### config.mk
export PLATFORM = sky130hd
export DESIGN_NAME = vga_frame_reader_flat
export DESIGN_NICKNAME = d
export VERILOG_FILES = /design/src/rtl/vga_frame_reader_if.sv /design/src/rtl/vga_frame_reader.sv /design/src/flat_wrapper.sv
export SDC_FILE = /design/constraint.sdc
export NUM_CORES = 1
export LEC_CHECK = 0
export ABC_AREA = 1
export CELL_PAD_IN_SITES_DETAIL_PLACEMENT = 1
export CELL_PAD_IN_SITES_GLOBAL_PLACEMENT = 1
export CORE_MARGIN = 3
export CORE_UTILIZATION = 42
export DETAILED_ROUTE_END_ITERATION = 7
export PLACE_DENSITY = 0.81
export SETUP_SLACK_MARGIN = 0.1
export SLEW_MARGIN = 20
export SYNTH_ARGS = -nofsm -noshare
export SYNTH_HDL_FRONTEND = slang
export SYNTH_SLANG_ARGS = --single-unit
### constraint.sdc
create_clock -name clk -period 2.2 [get_ports clk]
set_clock_uncertainty 0.2 [all_clocks]
set_input_delay 0.22 -clock clk [delete_from_list [all_inputs] [get_ports clk]]
set_output_delay 0.22 -clock clk [all_outputs]
set_load 0.01 [all_outputs]
### src/rtl/vga_frame_reader_if.sv
// VGA scan-out bundle between the frame reader, the display buffer and the DAC.
// master drives addresses, colour and sync; slave returns buffer pixels on vga_din.
interface vga_frame_reader_if;
    logic [7:0] vga_x;
    logic [6:0] vga_y;
    logic [2:0] vga_din;
    logic       vga_r;
    logic       vga_g;
    logic       vga_b;
    logic       vga_hs;
    logic       vga_vs;
    logic       vga_blank_n;
    logic       frame_start;

    modport master (
        output vga_x, vga_y,
        input  vga_din,
        output vga_r, vga_g, vga_b,
        output vga_hs, vga_vs, vga_blank_n, frame_start
    );

    modport slave (
        input  vga_x, vga_y,
        output vga_din,
        input  vga_r, vga_g, vga_b,
        input  vga_hs, vga_vs, vga_blank_n, frame_start
    );
endinterface

### src/rtl/vga_frame_reader.sv
// 640x480@60 scan-out engine reading a 160x120x3 buffer with 4x4 upscaling.
// Ports: clk, rst (sync, active high), vga (master): buffer address out,
// buffer pixel in, registered rgb/hs/vs/blank_n/frame_start out.
module vga_frame_reader #(
    parameter int H_ACTIVE    = 640,
    parameter int H_FP        = 16,
    parameter int H_SYNC      = 96,
    parameter int H_BP        = 48,
    parameter int V_ACTIVE    = 480,
    parameter int V_FP        = 10,
    parameter int V_SYNC      = 2,
    parameter int V_BP        = 33,
    parameter int SCALE_SHIFT = 2,
    parameter int RD_LAT      = 2
) (
    input  logic               clk,
    input  logic               rst,
    vga_frame_reader_if.master vga
);

    localparam int H_TOTAL = H_ACTIVE + H_FP + H_SYNC + H_BP;
    localparam int V_TOTAL = V_ACTIVE + V_FP + V_SYNC + V_BP;
    localparam int HW      = $clog2(H_TOTAL + 1);
    localparam int VW      = $clog2(V_TOTAL + 1);

    localparam logic [HW-1:0] H_LAST = HW'(H_TOTAL - 1);
    localparam logic [HW-1:0] H_VIS  = HW'(H_ACTIVE);
    localparam logic [HW-1:0] HS_BEG = HW'(H_ACTIVE + H_FP);
    localparam logic [HW-1:0] HS_END = HW'(H_ACTIVE + H_FP + H_SYNC);
    localparam logic [VW-1:0] V_LAST = VW'(V_TOTAL - 1);
    localparam logic [VW-1:0] V_VIS  = VW'(V_ACTIVE);
    localparam logic [VW-1:0] VS_BEG = VW'(V_ACTIVE + V_FP);
    localparam logic [VW-1:0] VS_END = VW'(V_ACTIVE + V_FP + V_SYNC);

    logic [HW-1:0] hc;
    logic [VW-1:0] vc;
    logic [HW-1:0] hc_sc;
    logic [VW-1:0] vc_sc;

    logic act;
    logic hs_raw;
    logic vs_raw;
    logic fs_raw;

    logic [7:0] x_q;
    logic [6:0] y_q;
    logic [2:0] rgb_q;

    // Stage i holds the raw timing of the counter value i+1 clocks ago.
    logic [RD_LAT:0] act_q;
    logic [RD_LAT:0] hs_q;
    logic [RD_LAT:0] vs_q;
    logic [RD_LAT:0] fs_q;

    always_ff @(posedge clk) begin
        if (rst) begin
            hc <= '0;
            vc <= '0;
        end else if (hc == H_LAST) begin
            hc <= '0;
            vc <= (vc == V_LAST) ? '0 : vc + VW'(1);
        end else begin
            hc <= hc + HW'(1);
        end
    end

    assign act    = (hc < H_VIS) && (vc < V_VIS);
    assign hs_raw = !((hc >= HS_BEG) && (hc < HS_END));
    assign vs_raw = !((vc >= VS_BEG) && (vc < VS_END));
    assign fs_raw = (hc == '0) && (vc == '0);

    assign hc_sc = hc >> SCALE_SHIFT;
    assign vc_sc = vc >> SCALE_SHIFT;

    // Addresses are parked at 0 during blanking so the buffer sees a
    // fixed, in-range address outside the visible area.
    always_ff @(posedge clk) begin
        if (rst) begin
            x_q <= '0;
            y_q <= '0;
        end else if (act) begin
            x_q <= 8'(hc_sc);
            y_q <= 7'(vc_sc);
        end else begin
            x_q <= '0;
            y_q <= '0;
        end
    end

    always_ff @(posedge clk) begin
        if (rst) begin
            act_q <= '0;
            hs_q  <= '1;
            vs_q  <= '1;
            fs_q  <= '0;
        end else begin
            act_q <= {act_q[RD_LAT-1:0], act};
            hs_q  <= {hs_q[RD_LAT-1:0], hs_raw};
            vs_q  <= {vs_q[RD_LAT-1:0], vs_raw};
            fs_q  <= {fs_q[RD_LAT-1:0], fs_raw};
        end
    end

    // RD_LAT counts from the counter through the address register to
    // vga_din, so the pixel on vga_din now belongs to the counter value
    // RD_LAT clocks ago; gate it with that stage's active flag.
    always_ff @(posedge clk) begin
        if (rst) begin
            rgb_q <= '0;
        end else if (act_q[RD_LAT-1]) begin
            rgb_q <= vga.vga_din;
        end else begin
            rgb_q <= '0;
        end
    end

    assign vga.vga_x       = x_q;
    assign vga.vga_y       = y_q;
    assign vga.vga_r       = rgb_q[2];
    assign vga.vga_g       = rgb_q[1];
    assign vga.vga_b       = rgb_q[0];
    assign vga.vga_blank_n = act_q[RD_LAT];
    assign vga.vga_hs      = hs_q[RD_LAT];
    assign vga.vga_vs      = vs_q[RD_LAT];
    assign vga.frame_start = fs_q[RD_LAT];

endmodule

### src/flat_wrapper.sv
// flat-port wrapper written by rule: the top's interface ports become plain ports
module vga_frame_reader_flat 
#(
    parameter int H_ACTIVE    = 640,
    parameter int H_FP        = 16,
    parameter int H_SYNC      = 96,
    parameter int H_BP        = 48,
    parameter int V_ACTIVE    = 480,
    parameter int V_FP        = 10,
    parameter int V_SYNC      = 2,
    parameter int V_BP        = 33,
    parameter int SCALE_SHIFT = 2,
    parameter int RD_LAT      = 2
)
  (clk, rst, vga_vga_x, vga_vga_y, vga_vga_din, vga_vga_r, vga_vga_g, vga_vga_b, vga_vga_hs, vga_vga_vs, vga_vga_blank_n, vga_frame_start);
  vga_frame_reader_if vga_i ();
  input  logic clk;
  input  logic rst;
  output wire logic [$bits(vga_i.vga_x)-1:0] vga_vga_x;
  output wire logic [$bits(vga_i.vga_y)-1:0] vga_vga_y;
  input wire logic [$bits(vga_i.vga_din)-1:0] vga_vga_din;
  output wire logic [$bits(vga_i.vga_r)-1:0] vga_vga_r;
  output wire logic [$bits(vga_i.vga_g)-1:0] vga_vga_g;
  output wire logic [$bits(vga_i.vga_b)-1:0] vga_vga_b;
  output wire logic [$bits(vga_i.vga_hs)-1:0] vga_vga_hs;
  output wire logic [$bits(vga_i.vga_vs)-1:0] vga_vga_vs;
  output wire logic [$bits(vga_i.vga_blank_n)-1:0] vga_vga_blank_n;
  output wire logic [$bits(vga_i.frame_start)-1:0] vga_frame_start;
  assign vga_vga_x = vga_i.vga_x;
  assign vga_vga_y = vga_i.vga_y;
  assign vga_i.vga_din = vga_vga_din;
  assign vga_vga_r = vga_i.vga_r;
  assign vga_vga_g = vga_i.vga_g;
  assign vga_vga_b = vga_i.vga_b;
  assign vga_vga_hs = vga_i.vga_hs;
  assign vga_vga_vs = vga_i.vga_vs;
  assign vga_vga_blank_n = vga_i.vga_blank_n;
  assign vga_frame_start = vga_i.frame_start;
  vga_frame_reader #(.H_ACTIVE(H_ACTIVE), .H_FP(H_FP), .H_SYNC(H_SYNC), .H_BP(H_BP), .V_ACTIVE(V_ACTIVE), .V_FP(V_FP), .V_SYNC(V_SYNC), .V_BP(V_BP), .SCALE_SHIFT(SCALE_SHIFT), .RD_LAT(RD_LAT)) u_core (.clk(clk), .rst(rst), .vga(vga_i));
endmodule
Word-level counts from Yosys, hierarchy flattened
Index checks and enable logic that the tools add are counted.
- shift-type cells: 0
- equality and inequality tests: 2
- multipliers: 0
- bitwise gates (word level): 2
- reductions and logical operators: 11
- order comparisons: 6
- div/mod/pow operators: 0
- $add $sub $neg: 2
- mux-type cells: 1
- operators with widths (operator ; number):
    adder 10 x 1 -> 10 bit (second input constant) ; 2
    equality test 10 bit (second input constant) ; 2
    logical NOT 10 bit ; 2
    < comparator 10 bit (second input constant) ; 2
    < comparator 10 x 9 -> 1 bit (second input constant) ; 2
    greater-or-equal comparator 10 bit (second input constant) ; 1
    greater-or-equal comparator 10 x 9 -> 1 bit (second input constant) ; 1
    two-way mux 10 bit ; 1
    OR reduction 2 bit ; 3
    logical AND 1 bit ; 4
    logical NOT 1 bit ; 2
    inverter 1 bit ; 2
- memories kept: 0
- memory bits (writable): 0
- bits in latches: 0
- bits in read-only memories: 0
- flip-flop bits (word level): 50

Depth between registers and ports, before layout
- word-level depth: 4
- mapped depth: 9

Worst setup path after synthesis
OpenSTA, ideal clock, no wires.
- path type: reg-to-reg
- from: register u_core.hc[0]
- to: register u_core.vc[5]
- library setup time: 0.114 ns
- path slack: 0.714 ns
- arrival time: 1.172 ns
- cell stages (with the launch flop): 9
- buffers on the path: 0
- cell sequence: dfxtp_1 > ha_1 > nand2_1 > inv_2 > nand2_2 > nor2_4 > nand2_1 > nor2_1 > nor2_2
- cells in the longest elaborated chain, start to end: 1
- ends and longest elaborated chain (item ; RTL line ; text):
    start, declared ; vga_frame_reader.sv:35 ; logic [HW-1:0] hc;
    start signal, assigned ; vga_frame_reader.sv:63 ; hc <= hc + HW'(1);
    equality test 10 bit ; vga_frame_reader.sv:59 ; end else if (hc == H_LAST) begin
    end signal, assigned ; vga_frame_reader.sv:61 ; vc <= (vc == V_LAST) ? '0 : vc + VW'(1);
    end, declared ; vga_frame_reader.sv:36 ; logic [VW-1:0] vc;
No other way between the ends.
A chain may end at the register's enable or synchronous reset.

Worst setup path in the final report
- from: register u_core.hc[0]
- to: register u_core.vc[9]
The elaborated chain is that of the path after synthesis.

==> impl_metrics.yaml <==
drt:
  drt_pre_antenna_iters: 4
  totalWireLength_um: 4393
  drt_drc_violations_left: 0
  initialDrtViolationCount: 32
  avgRoutedWirePerCell_um: 13.19
  num_vias: 1618
  drtAntennaViolNets: 0
  viasPerCell: 4.859
worst_setup_path:
  worst_r2r_path_depth: 8
  worst_path_max_delay_cell: "dfxtp_1"
  reg2reg_to: "u_core.vc[9]$_SDFFE_PP0N_"
  path_buf_inv: 1
  max_fanout_on_critical_path: 10
  critical_path.top_delay_family: "simple AND/OR/NAND/NOR gates"
  crit_path_max_incr_delay_ps: 380
  timing.critical_path.mode_cell: "nand2_1"
  regToRegSetupSlack_ps: 500
  criticalPathCategory: "register to register"
  cp.required_ps: 2200
  worstPathCellList: "ha_1 > nand2_1 > inv_2 > nand2_2 > nor2_4 > nand2_1 > nor2_1 > nor2_2"
  cp_data_arrival_time_ps: 1700
  crit-reg2reg-launch: "u_core.hc[0]$_SDFF_PP0_"
  startpoint: "u_core.hc[0]$_SDFF_PP0_"
  crit_path_end_kind: "register"
  cp-start-kind: "register"
global_route:
  grt_max_degree: 17
  via_count_of_the_first_global_routing_pass: 1572
  all_layer_global_routing_usage: 0.1754
  grt_first_pass_wirelength_um: 7348
  globalRoute.totalOverflow: 0
  antenna_violations_before_repair: 0
power_and_ir_drop:
  p_per_cell_area_nw_per_um2: 688.2
  static-leakage-power_nw: 0.9780
  irDropWorstVdd_mv: 0.4079
clocking:
  clock_sinks: 50
  post-cts-setup-buffers: 0
  numCtsBuffers: 5
  clk_path_buf_depth: 2
  tritoncts: "built"
  worst_setup_hold_path_clk_slew_ps: 90
  clk-insertion-delay-late_ps: 300
  clk_root_buffer_cell: "clkbuf_8"
  cts.htree.levels: 2
  post_cts_resize_count: 0
  holdBufCountCts: 0
timing:
  grt_setup_unrepaired: "no"
  relSlewSlack: 0.7101
  finalHoldWorstSlack_ps: 210.7
  timing_hold_violations_final: 0
  setup_violations: 0
  fin_crit_ps: 1705
  tightestPinTransition_ps: 433.9
  number_of_max_slew_violations_in_the_final_report: 0
  post-route-period-util: 0.7749
  fin_tns_setup_ps: 0
  fmaxAchievable_mhz: 586.6
floorplan:
  die_area_sq_um: 5489
  dieWidth_um: 74.09
  core_region_area_sq_um: 4414
  initial_core_util: 0.4410
  die_y_um: 74.09
  rows: 24
  io_pins: 27
synth:
  synth_adder_area_share: 0.02571
  synth_fp_nets: 259
  seq_area_frac_synth: 0.5141
  synth_area_per_cell_sq_um: 7.787
  synth_cells: 250
  ys.warnings.count: 0
  synth-seq-cells: 50
  synth_xor_xnor_area_share: 0.008997
  simple_gate_share_of_the_synthesized_area: 0.3451
  synth_mux_area_frac: 0
  synth_compound_gate_area_share: 0.02571
  synth_cell_types: 23
  syn-cell-area_sq_um: 1947
  main_combinational_cell_family_by_area_after_synthesis: "simple AND/OR/NAND/NOR gates"
cells_and_area:
  area_delta_synth_final_pct: 21.98
  num_antenna_cells: 0
  proportion_of_layout_cells_with_a_drive_suffix_above_1: 0.1139
  n_fill_cell: 542
  final_nets: 290
worst_hold_path:
  hold_class: "register to register"
  holdCritStartpoint: "u_core.fs_q[0]$_SDFF_PP0_"
  timing.hold.worst_path_depth: 2
  worstHoldEndpoint: "u_core.fs_q[1]$_SDFF_PP0_"
placed_design:
  place.detailed.hpwl_um: 3358
  io_buffer_count: 26
  gp_congestion: 0.7604
run_status:
  run_status: "finished, final reports clean"
run:
  cap_viol_max_count: 0
[logic make-up (layout without fill, tap and decap cells)]
kind of cell / after synthesis / after routing
AOI/OAI and AO/OA: 10 / 10
DFF: 50 / 50
and+or+nand+nor: 144 / 144
xor gates and xnor gates: 2 / 2
buffers and inverters: 40 / 71
adders and majority gates: 4 / 4
[cell usage after synthesis (all sizes together)]
master  number  area [sq um]
ha           4         50.05
o21ai        2         10.01
nor2        56         245.2
nor3         5         25.02
nand3        9         55.05
nand2       56         225.2
or2          4         25.02
nand4       10         68.81
inv         37         138.9
buf          3         17.52
xor2         2         17.52
nand3b       2         15.01
a21oi        8         40.04
nor4         2         12.51
dfxtp       50          1001
[power by group]
part	switching, mW	internal (mW)	total [mW]
Combinational	0.0345	0.0261	0.0606
Sequential	0.00601	0.917	0.923
Clock	0.287	0.364	0.651
Total	0.327	1.31	1.63
[flip-flops by register name, indices dropped and copies added, names as in the netlist]
name              count
u_core.hc            10
u_core.fs_q           3
u_core.rgb_q          3
u_core.hs_q           3
u_core.act_q          3
u_core.vc            10
u_core.vga.vga_x      8
u_core.vs_q           3
u_core.vga.vga_y      7
[cell usage in the layout, fill, tap and decap left out]
cell	count
nor3_1	5
nor2_2	5
a21oi_1	8
nor2_1	48
nand4_1	9
inv_1	32
nand4_2	1
nand3_1	7
nand2_2	3
dfxtp_1	50
ha_1	4
clkbuf_8	6
clkdlybuf4s50_1	26
nor4_1	2
o21ai_0	2
nand3_2	2
bufinv_16	1
nand2_1	52
nand3b_1	2
nand2_4	1
inv_2	5
xor2_1	2
nor2_4	3
buf_4	1
or2_2	4
[worst max-delay path by stage]
stage	endpoint	slack, ps	cells after the start
2_1_floorplan	u_core.vc[5]$_SDFFE_PP0N_	710	8
3_3_place_gp	u_core.vga.vga_y[3]$_SDFF_PP0_	350	4
3_5_place_dp	u_core.vga.vga_x[0]$_SDFF_PP0_	280	4
4_1_cts	u_core.vc[9]$_SDFFE_PP0N_	500	8
5_1_grt	u_core.vc[9]$_SDFFE_PP0N_	350	8
6_report	u_core.vc[9]$_SDFFE_PP0N_	500	8
[layer usage]
layer / GRT usage / share of wire
met1: 0.2261 / 0.47
met2: 0.2972 / 0.49
met3: 0.03649 / 0.035
met4: 0.04829 / 0.010
met5: 0 / 0
[final cells by class]
class	instances	area [sq um]	share of cell area
sequential	50	1001	0.4215
tap	52	65.06	0.02740
clock inverter	1	30.03	0.01264
multi-input combinational	160	789.5	0.3325
clock buffer	6	82.58	0.03477
inverter	37	138.9	0.05848
timing repair buffer	27	267.8	0.1128
[tightest hold or removal path, delay by kind of cell, from the launching register on]
kind                   cells  cell delay [ps]
buffers and inverters      1               40
DFF                        1              300
and+or+nand+nor            1               30
[stage by stage]
step                      worst slack (ps)  cells  power [mW]    util  instance area (sq um)
after floorplan                      714.0    250      0.9801       -                   1947
after global placement               345.5    326       1.003  0.5125                   2262
after detailed placement             283.9    326       1.007  0.5125                   2262
after CTS                            498.8    333       1.652  0.5380                   2375
after global routing                 350.1    333       1.699  0.5380                   2375
final                                495.3    333       1.634  0.5380                   2375
Power figures use the tool's default switching activity.
